### src/rtl/gps_sim_pkg.sv
// Purpose: shared defaults and state type for the GPS sample ROM streamer.
// Contents: default ROM geometry and word width, stream FSM state encoding.
package gps_sim_pkg;

    localparam int unsigned DEF_ADDR_W      = 22;
    localparam int unsigned DEF_NUM_SAMPLES = 4000000;
    localparam int unsigned DEF_WORD_W      = 16;

    typedef enum logic [1:0] {
        IDLE  = 2'd0,
        RUN   = 2'd1,
        DRAIN = 2'd2
    } stream_state_t;

endpackage

### src/rtl/sample_bit_packer.sv
// Purpose: packs a stream of 1-bit samples into WORD_W-bit words behind a
//          valid/ready output register; flushes a zero-padded partial word.
// Ports:
//   clk, rst_n       clock, synchronous active-low reset
//   i_bit            sample bit (ROM data_out)
//   i_bit_valid      i_bit lands this cycle
//   i_bit_final      the landing bit is the last of the run
//   i_flush          no more bits will arrive; emit any partial word
//   o_bit_cnt        bits currently held in the pack register
//   o_word_data      packed word
//   o_word_valid     o_word_data valid
//   i_word_ready     downstream accepts
//   o_word_last      final word of the run
module sample_bit_packer #(
    parameter int unsigned WORD_W    = 16,
    parameter int unsigned MSB_FIRST = 1,
    parameter int unsigned CNT_W     = $clog2(WORD_W)
) (
    input  logic              clk,
    input  logic              rst_n,
    input  logic              i_bit,
    input  logic              i_bit_valid,
    input  logic              i_bit_final,
    input  logic              i_flush,
    output logic [CNT_W-1:0]  o_bit_cnt,
    output logic [WORD_W-1:0] o_word_data,
    output logic              o_word_valid,
    input  logic              i_word_ready,
    output logic              o_word_last
);

    logic [WORD_W-1:0] r_shift;
    logic [CNT_W-1:0]  r_bit_cnt;
    logic [WORD_W-1:0] r_word_data;
    logic              r_word_valid;
    logic              r_word_last;

    logic [CNT_W-1:0]  w_pos;
    logic [WORD_W-1:0] w_filled;
    logic              w_out_free;

    // Unfilled positions stay zero, so a partial word is already padded.
    always_comb begin
        w_pos    = (MSB_FIRST != 0) ? (CNT_W'(WORD_W - 1) - r_bit_cnt) : r_bit_cnt;
        w_filled = r_shift;
        w_filled[w_pos] = i_bit;
    end

    assign w_out_free = !r_word_valid || i_word_ready;

    always_ff @(posedge clk) begin
        if (!rst_n) begin
            r_shift      <= '0;
            r_bit_cnt    <= '0;
            r_word_data  <= '0;
            r_word_valid <= 1'b0;
            r_word_last  <= 1'b0;
        end else begin
            if (r_word_valid && i_word_ready) begin
                r_word_valid <= 1'b0;
            end
            if (i_bit_valid) begin
                if (r_bit_cnt == CNT_W'(WORD_W - 1)) begin
                    // Output register is free here: upstream stalls the fetch otherwise.
                    r_word_data  <= w_filled;
                    r_word_valid <= 1'b1;
                    r_word_last  <= i_bit_final;
                    r_shift      <= '0;
                    r_bit_cnt    <= '0;
                end else begin
                    r_shift   <= w_filled;
                    r_bit_cnt <= r_bit_cnt + CNT_W'(1);
                end
            end else if (i_flush && (r_bit_cnt != '0) && w_out_free) begin
                r_word_data  <= r_shift;
                r_word_valid <= 1'b1;
                r_word_last  <= 1'b1;
                r_shift      <= '0;
                r_bit_cnt    <= '0;
            end
        end
    end

    assign o_bit_cnt    = r_bit_cnt;
    assign o_word_data  = r_word_data;
    assign o_word_valid = r_word_valid;
    assign o_word_last  = r_word_last;

endmodule

### src/rtl/gps_sample_streamer.sv
// Purpose: walks the 1-bit GPS IF sample ROM and streams packed words with
//          one-shot / looped playback, stop-with-flush and lossless backpressure.
// Ports:
//   clk, rst_n        clock, synchronous active-low reset
//   start, stop       begin playback (IDLE only) / halt and flush
//   loop_en           wrap to address 0 after the last sample
//   rom_addr/rom_data ROM address out, registered 1-cycle data in
//   word_data/valid/ready/last  packed output stream
//   busy              not IDLE
//   wrap_pulse        one cycle after a looped fetch wraps to 0
module gps_sample_streamer
    import gps_sim_pkg::*;
#(
    parameter int unsigned ADDR_W      = DEF_ADDR_W,
    parameter int unsigned NUM_SAMPLES = DEF_NUM_SAMPLES,
    parameter int unsigned WORD_W      = DEF_WORD_W,
    parameter int unsigned MSB_FIRST   = 1
) (
    input  logic              clk,
    input  logic              rst_n,
    input  logic              start,
    input  logic              stop,
    input  logic              loop_en,
    output logic [ADDR_W-1:0] rom_addr,
    input  logic              rom_data,
    output logic [WORD_W-1:0] word_data,
    output logic              word_valid,
    input  logic              word_ready,
    output logic              word_last,
    output logic              busy,
    output logic              wrap_pulse
);

    localparam int unsigned CNT_W = $clog2(WORD_W);
    localparam int unsigned SUM_W = CNT_W + 1;

    stream_state_t     r_state;
    logic [ADDR_W-1:0] r_addr;
    logic              r_rd_pending;
    logic              r_wrap_pulse;

    logic [CNT_W-1:0]  w_bit_cnt;
    logic [SUM_W-1:0]  w_fill;
    logic              w_stall;
    logic              w_fetch_en;
    logic              w_bit_final;
    logic              w_flush;
    logic              w_drain_done;

    // Bits already held plus the one in flight; one short of a word means the
    // next fetch would complete it, which needs a free output register.
    assign w_fill       = SUM_W'(w_bit_cnt) + SUM_W'(r_rd_pending);
    assign w_stall      = (w_fill == SUM_W'(WORD_W - 1)) && word_valid && !word_ready;
    assign w_fetch_en   = (r_state == RUN) && !stop && !w_stall;
    // The landing bit is final when no further fetch can follow it.
    assign w_bit_final  = r_rd_pending && ((r_state == DRAIN) || ((r_state == RUN) && stop));
    assign w_flush      = (r_state == DRAIN) && !r_rd_pending;
    assign w_drain_done = w_flush && (w_bit_cnt == '0) && (!word_valid || word_ready);

    // Playback FSM, address counter and read-pending tracking.
    always_ff @(posedge clk) begin
        if (!rst_n) begin
            r_state      <= IDLE;
            r_addr       <= '0;
            r_rd_pending <= 1'b0;
            r_wrap_pulse <= 1'b0;
        end else begin
            r_rd_pending <= w_fetch_en;
            r_wrap_pulse <= 1'b0;
            case (r_state)
                IDLE: begin
                    if (start && !stop) begin
                        r_state <= RUN;
                        r_addr  <= '0;
                    end
                end
                RUN: begin
                    if (stop) begin
                        r_state <= DRAIN;
                    end else if (w_fetch_en) begin
                        if (r_addr == ADDR_W'(NUM_SAMPLES - 1)) begin
                            if (loop_en) begin
                                r_addr       <= '0;
                                r_wrap_pulse <= 1'b1;
                            end else begin
                                r_state <= DRAIN;
                            end
                        end else begin
                            r_addr <= r_addr + ADDR_W'(1);
                        end
                    end
                end
                DRAIN: begin
                    if (w_drain_done) begin
                        r_state <= IDLE;
                    end
                end
                default: r_state <= IDLE;
            endcase
        end
    end

    sample_bit_packer #(
        .WORD_W    (WORD_W),
        .MSB_FIRST (MSB_FIRST),
        .CNT_W     (CNT_W)
    ) u_packer (
        .clk          (clk),
        .rst_n        (rst_n),
        .i_bit        (rom_data),
        .i_bit_valid  (r_rd_pending),
        .i_bit_final  (w_bit_final),
        .i_flush      (w_flush),
        .o_bit_cnt    (w_bit_cnt),
        .o_word_data  (word_data),
        .o_word_valid (word_valid),
        .i_word_ready (word_ready),
        .o_word_last  (word_last)
    );

    assign rom_addr   = r_addr;
    assign busy       = (r_state != IDLE);
    assign wrap_pulse = r_wrap_pulse;

endmodule
### config.mk
export PLATFORM = sky130hd
export DESIGN_NAME = gps_sample_streamer
export DESIGN_NICKNAME = d
export VERILOG_FILES = /design/src/rtl/gps_sim_pkg.sv /design/src/rtl/sample_bit_packer.sv /design/src/rtl/gps_sample_streamer.sv
export SDC_FILE = /design/constraint.sdc
export NUM_CORES = 1
export LEC_CHECK = 0
export CAP_MARGIN = 20
export CORE_ASPECT_RATIO = 1.1
export CORE_UTILIZATION = 54
export DETAILED_ROUTE_END_ITERATION = 16
export PLACE_DENSITY = 0.87
export SLEW_MARGIN = 20
export SYNTH_ARGS = -nofsm -noshare
export SYNTH_HDL_FRONTEND = slang
export SYNTH_SLANG_ARGS = --single-unit
### constraint.sdc
create_clock -name clk -period 2.72 [get_ports clk]
set_clock_uncertainty 0.05 [all_clocks]
set_input_delay 0.816 -clock clk [delete_from_list [all_inputs] [get_ports clk]]
set_output_delay 0.816 -clock clk [all_outputs]
set_load 0.01 [all_outputs]
Yosys cells after proc, flatten, opt, wreduce, memory -nomap -nowiden
Index checks and enable logic that the tools add are counted.
{ "totals": {"inputBits": 7, "ff_bits": 64, "out_inout_bits": 42, "elab_cells": 97} }
{ "classes": {"n_reduce_logical": 31, "add_sub_neg": 4, "n_lt_le_gt_ge": 2, "mux": 33, "n_eq_ne": 14, "bitwise": 4} }
{ "ops": {"columns": ["operator", "n"], "rows": [
  ["22-bit two-way mux", 5],
  ["16-bit two-way mux", 6],
  ["22-bit one-hot mux with 2 select lines", 1],
  ["22-bit by 1-bit adder with 22-bit output (second input constant)", 1],
  ["22-bit equality test (second input constant)", 1],
  ["16-bit bitwise mux", 1],
  ["1-bit logical AND", 14],
  ["2-bit two-way mux", 6],
  ["4-bit two-way mux", 3],
  ["5-bit AND reduction", 2],
  ["1-bit two-way mux", 9],
  ["3-bit inequality test (second input constant)", 3],
  ["2-bit inequality test (second input constant)", 4],
  ["2-bit one-hot mux with 3 select lines", 1],
  ["2-bit nonzero test", 3],
  ["4-bit by 1-bit adder with 5-bit output", 1],
  ["5-bit by 4-bit equality test with 1-bit output (second input constant)", 1],
  ["1-bit logical NOT", 5],
  ["4-bit by 5-bit less-than comparator with 1-bit output (second input constant)", 1],
  ["5-bit OR reduction", 1],
  ["4-bit by 1-bit adder with 4-bit output (second input constant)", 1],
  ["1-bit demux with 4-bit select", 1],
  ["4-bit equality test (second input constant)", 1],
  ["4-bit by 1-bit greater-or-equal comparator with 1-bit output (second input constant)", 1],
  ["other kinds (11)", 15]
]} }

Logic depth before layout (Yosys ltp)
Gate-level depths: netlist of the first run.
{ "depth": {"word_depth": 9, "mapped_depth": 9, "depth_no_buf": 8} }

By module
Synthesis of the first run repeated with hierarchy kept, for this count alone.
{ "hier_totals": {"hier_cells": 420, "area_unflattened_um2": 3839.9} }
{ "modules_own_cells": {"columns": ["module", "n_inst", "seq_area_each_um2", "cells_each", "area_per_inst_um2"], "rows": [
  ["sample_bit_packer", 1, 760.7, 223, 2182.1],
  ["gps_sample_streamer", 1, 520.5, 197, 1657.8]
]} }

Worst setup path after synthesis of the first run
Ideal clock, no wire load.
{ "synth_timing": {"path_kind": "input-to-reg", "start": "in word_ready", "end": "reg r_addr[8], in the netlist rom_addr[8]", "slack_ps": 415, "setup_ps": 119, "n_path_buf": 0, "t_required_ps": 2551, "stages": 6, "arrival_time_ps": 2137, "path_cell_list": "nand4b_1 > or4_1 > o211ai_2 > o21a_1 > nor2_1 > o221a_1"} }
{ "synth_via": {"elab_chain_len": 6} }
{ "synth_rtl": {"columns": ["item", "line", "source"], "rows": [
  ["from (decl)", "gps_sample_streamer.sv:28", "input logic word_ready,"],
  ["1-bit logical NOT", "gps_sample_streamer.sv:53", "assign w_stall = (w_fill == SUM_W'(WORD_W - 1)) && word_valid && !word_ready;"],
  ["1-bit logical AND", "gps_sample_streamer.sv:53", null],
  ["1-bit logical NOT", "gps_sample_streamer.sv:54", "assign w_fetch_en = (r_state == RUN) && !stop && !w_stall;"],
  ["1-bit logical AND", "gps_sample_streamer.sv:54", null],
  ["2-bit inequality test (no line)", null, null],
  ["5-bit AND reduction (no line)", null, null],
  ["to (signal assigned)", "gps_sample_streamer.sv:89", "r_addr <= r_addr + ADDR_W'(1);"],
  ["to (decl)", "gps_sample_streamer.sv:38", "logic [ADDR_W-1:0] r_addr;"]
]} }
No other way between the ends.
A chain may end at the register's enable or synchronous reset.

Final worst setup path of the first run
{ "layout_timing": {"start": "in word_ready", "end": "reg r_addr[9], in the netlist rom_addr[9]"} }
The elaborated chain is that of the path after synthesis.

==> impl.org, run 1 <==
** Clock tree
- Clk Tree Root Cell :: sky130_fd_sc_hd__clkbuf_8
- Maximum clock path buffer count :: 2
- TritonCTS built the clock tree.
- Clock transition at the registers of the reported paths :: around 0.07 ns
- Clk Latency, worst-skew pair :: 0.35 ns
- Count of hold buffers inserted by post-cts repair :: 0
- Total clock buffers created by CTS :: 9
- Number of clock sinks :: between 60 and 70
- In this run the number of H-tree levels came out at 3.

** Min path
- Cell count of the worst hold path :: 1
- Worst hold path class :: flop to flop
- In this run the most critical hold path is launched from u_packer.r_shift[0]$_SDFFE_PN0P_.
- The worst hold path terminates at u_packer.r_shift[0]$_SDFFE_PN0P_.

** Floorplanning
- Die Outline Area :: around 0.0066 mm^2
- Chip Height :: between 80 and 90 um
- The initialized floorplan defines 29 standard-cell rows.
- Floorplan Core Area :: 0.00588 mm^2
- Top Ports :: 49
- The die is about 77 um wide.
- Effective utilization at floorplan :: 0.572

** Critical path
- Across all register-to-register paths, the minimum setup slack is between 0.2 and 0.25 ns.
- Highest fanout seen on the critical path :: 5
- The endpoint identified for the worst register-to-register timing path is rom_addr[15]$_SDFFE_PN0P_.
- Worst path arrival time :: between 2 and 3 ns
- Critical setup path kind :: input pin to flop
- Crit path required time :: ~2.9 ns
- STA classifies the critical path endpoint as a flop.
- The worst register-to-register path begins at u_packer.o_bit_cnt[0]$_SDFFE_PN0P_.
- Measured in cells, the most critical reg-to-reg path has a length of 9.
- The worst setup path is launched from an input pin.

** Yosys
- In this run, distinct cell masters in the synthesized netlist total between 50 and 60.
- Synthesis produced a netlist with a net count of 439.
- In the synthesized netlist the async set-or-reset flop fraction comes to 0.
- Sequential-to-total area share from yosys stat :: 0.381
- After synthesis the netlist holds a flip-flop and latch count of 64.
- Synthesized area per cell :: 7.92 um^2
- Yosys warns :: 0
- Counting flops with a built-in enable in the synthesized netlist gives 0.
- The mapped netlist covers between 0.003 and 0.004 mm^2.
- Count of mapped cells out of synthesis :: 425
- Dominant register cell in the synthesized netlist :: sky130_fd_sc_hd__dfxtp_1

** Layout
- Synthesis-to-finish area growth :: 23.3%
- The number of antenna diodes in the final layout is 0.
- Cell area after layout :: 0.00415 mm^2
- After the last flow step, the layout net total stands at 490.
- Fraction of final layout cells with drive strength greater than 1 :: 0.102
- Number of fill cells in the layout :: roughly 490

** Route
- Detailed Route WL :: roughly 8500 um
- Detailed routing inserted a total of approximately 3,400 vias.
- Before antenna repair, the detailed router went through 4 iterations.
- Post-route DRC violation count :: 0
- Final ANT Viol Nets :: 0
- Vias per cell :: between 6 and 7
- In this run, the number of DRC markers left after iteration 0 of detailed routing was 165.
- Drt wl/cell :: ~15 um

** Placed design
- Detailed placer's ending HPWL :: just under 6000 um
- Post-place instance area :: 0.00397 mm^2
- The congestion estimate from routability-driven global placement came to around 0.89.
- Place WS :: -0.156 ns
- Input/output buffers :: 48

** Global route
- Pin count of the biggest net entering global routing :: 46
- The via count of the first global-routing pass is roughly 3,200.
- Across every metal layer, demand over resource in global routing totals 0.276.
- Met1 track utilization from global routing :: 0.318
- met2 is the most crowded layer.
- In the global route stage, met3 resource usage came out at 0.0576.
- Wire length of the first global-routing pass :: between 10,000 and 15,000 um
- Overall overflow remaining after global route :: 0
- The number of antenna violations at the first check in global routing came to 0.
- Met2 usage :: 0.476

** Status
- The flow ran to the end, and the final reports show no timing, DRC or antenna violations.

** Pwr
- IR analysis of the VDD net gives a maximum drop of 0.320 mV.
- Leak Pwr :: roughly 1.5 nW
- Power density over cell area :: 428 mW/mm^2

** Timing
- After layout, the worst setup slack is ~0.21 ns.
- Timing would allow up to 399 MHz.
- Worst Tran Pin Value :: between 0.5 and 0.6 ns
- Pins over their slew limit :: 0
- Counting I/O delays and the setup requirement, the final critical path takes between 2 and 3 ns.
- RSZ-0062 raised after global routing :: false
- Summed negative setup slack over all endpoints :: 0 ns
- Headroom to the max-slew limit came out at 0.615.
- Total of endpoints with negative setup slack in the final report :: 0
- Count of final hold-check violations :: 0
- Post-route clock period utilization :: 0.921

** Run
- The tool flagged a number of max-cap violations equal to 0.
[metrics by stage]
step | instances | total power, mW | hold slack [ns] | util
after global routing | 558 | 1.83 | 0.471 | 0.706
after floorplan | 425 | 1.02 | 0.402 | -
final | 558 | 1.78 | 0.443 | 0.706
after detailed placement | 542 | 1.06 | 0.426 | 0.675
after CTS | 558 | 1.78 | 0.441 | 0.705
after global placement | 542 | 1.06 | 0.418 | 0.675
[registers in the layout, indices dropped and copies added, names as in the netlist]
signal	count
rom_addr	22
u_packer.o_word_data	16
u_packer.r_shift	16
u_packer.o_bit_cnt	4
r_state	2
r_rd_pending	1
u_packer.o_word_last	1
u_packer.o_word_valid	1
wrap_pulse	1
[layout by cell type (no fill, tap or decap), types with 10 or more instances in the layout]
master,n
sky130_fd_sc_hd__nor2_1,73
sky130_fd_sc_hd__mux2i_1,15
sky130_fd_sc_hd__a21oi_1,40
sky130_fd_sc_hd__clkbuf_8,10
sky130_fd_sc_hd__clkdlybuf4s50_1,48
sky130_fd_sc_hd__o21ai_0,21
sky130_fd_sc_hd__a211oi_1,17
sky130_fd_sc_hd__buf_4,17
sky130_fd_sc_hd__nand2_1,31
sky130_fd_sc_hd__dfxtp_1,64
sky130_fd_sc_hd__nand3_1,12
sky130_fd_sc_hd__o21ai_1,16
sky130_fd_sc_hd__nand4_1,13
[metal layers]
metal	routed length, um	vias up
li1	-	1649
met1	3590	1620
met2	4190	122
met3	438	22
met4	243	0
met5	0	-
[synth_stat cells (all sizes together) (4+ instances only)]
cell type	n	area (um^2)
a31oi	7	43.8
nor2b	6	37.5
o21ai	38	194
a211oi	17	128
nor3b	6	50.1
nand4	15	106
clkbuf	14	52.6
nand2b	4	25.0
buf	12	67.6
ha	7	87.6
dfxtp	64	1280
nor3	8	45.0
mux2i	15	150
nand3	13	70.1
nor2	75	282
and3	4	25.0
a21oi	40	200
inv	6	22.5
nand2	31	116
[critical path: stages]
cell,delay (ns)
sky130_fd_sc_hd__clkdlybuf4s50_1,0.43
sky130_fd_sc_hd__nand4b_1,0.19
sky130_fd_sc_hd__or4_1,0.55
sky130_fd_sc_hd__o211ai_2,0.14
sky130_fd_sc_hd__o21a_1,0.23
sky130_fd_sc_hd__buf_4,0.15
sky130_fd_sc_hd__nand3b_1,0.10
sky130_fd_sc_hd__a211oi_1,0.07
[how the worst max path moves through the flow]
stage | start | endpoint | slack [ns] | cells past startpoint
2_1_floorplan | word_ready | rom_addr[8]$_SDFFE_PN0P_ | 0.41 | 6
3_3_place_gp | word_ready | rom_addr[9]$_SDFFE_PN0P_ | -0.04 | 8
3_5_place_dp | word_ready | u_packer.r_shift[15]$_SDFFE_PN0P_ | -0.16 | 6
4_1_cts | u_packer.o_bit_cnt[0]$_SDFFE_PN0P_ | rom_addr[4]$_SDFFE_PN0P_ | 0.22 | 8
5_1_grt | u_packer.o_bit_cnt[0]$_SDFFE_PN0P_ | rom_addr[15]$_SDFFE_PN0P_ | 0.02 | 9
6_report | word_ready | rom_addr[9]$_SDFFE_PN0P_ | 0.21 | 8
[area by class of cell]
type / count / area [um^2] / share of cell area
flip-flops and latches: 64 / 1280 / 0.309
repair buffers: 66 / 628 / 0.151
clock inverters: 5 / 32.5 / 0.00784
inverters: 6 / 22.5 / 0.00543
multi-input cells: 329 / 1950 / 0.469
clock buffers: 11 / 141 / 0.0341
well taps: 77 / 96.3 / 0.0232
[cell families (layout without fill, tap and decap cells)]
group / after synthesis / count (layout) / share of synthesized area
mux: 15 / 15 / 0.0446
compound gates: 121 / 121 / 0.217
flops: 64 / 64 / 0.381
fa+ha+maj: 7 / 7 / 0.0260
simple gates: 186 / 186 / 0.289
buf+inv: 32 / 88 / 0.0424
[where the power goes]
| group | internal [mW] | total [mW] | switching, mW |
|---|---|---|---|
| registers | 0.939 | 0.942 | 0.00299 |
| logic | 0.0418 | 0.103 | 0.0615 |
| clock network | 0.352 | 0.730 | 0.378 |
| total | 1.33 | 1.78 | 0.443 |
[timing repair]
action,CTS,global route
gates resized for setup,0,2
endpoints found under the hold margin,0,0
setup buffers,0,0
setup endpoints to repair,0,9
Power figures use the tool's default switching activity.
==> inputs of run 2 (changes only) <==
--- a/config.mk
+++ b/config.mk
@@ -5,7 +5,6 @@
 export SDC_FILE = /design/constraint.sdc
 export NUM_CORES = 1
 export LEC_CHECK = 0
-export CAP_MARGIN = 20
 export CORE_ASPECT_RATIO = 1.1
 export CORE_UTILIZATION = 54
 export DETAILED_ROUTE_END_ITERATION = 16
==> results of run 2 <==
Same layout as run 1: the final DEF is identical, and so are final timing and power.
==> inputs of run 3 (changes only) <==
--- a/config.mk
+++ b/config.mk
@@ -13,3 +13,4 @@
 export SYNTH_ARGS = -nofsm -noshare
 export SYNTH_HDL_FRONTEND = slang
 export SYNTH_SLANG_ARGS = --single-unit
+export TNS_END_PERCENT = 20
==> results of run 3 <==
Same layout as run 1: the final DEF is identical, and so are final timing and power.
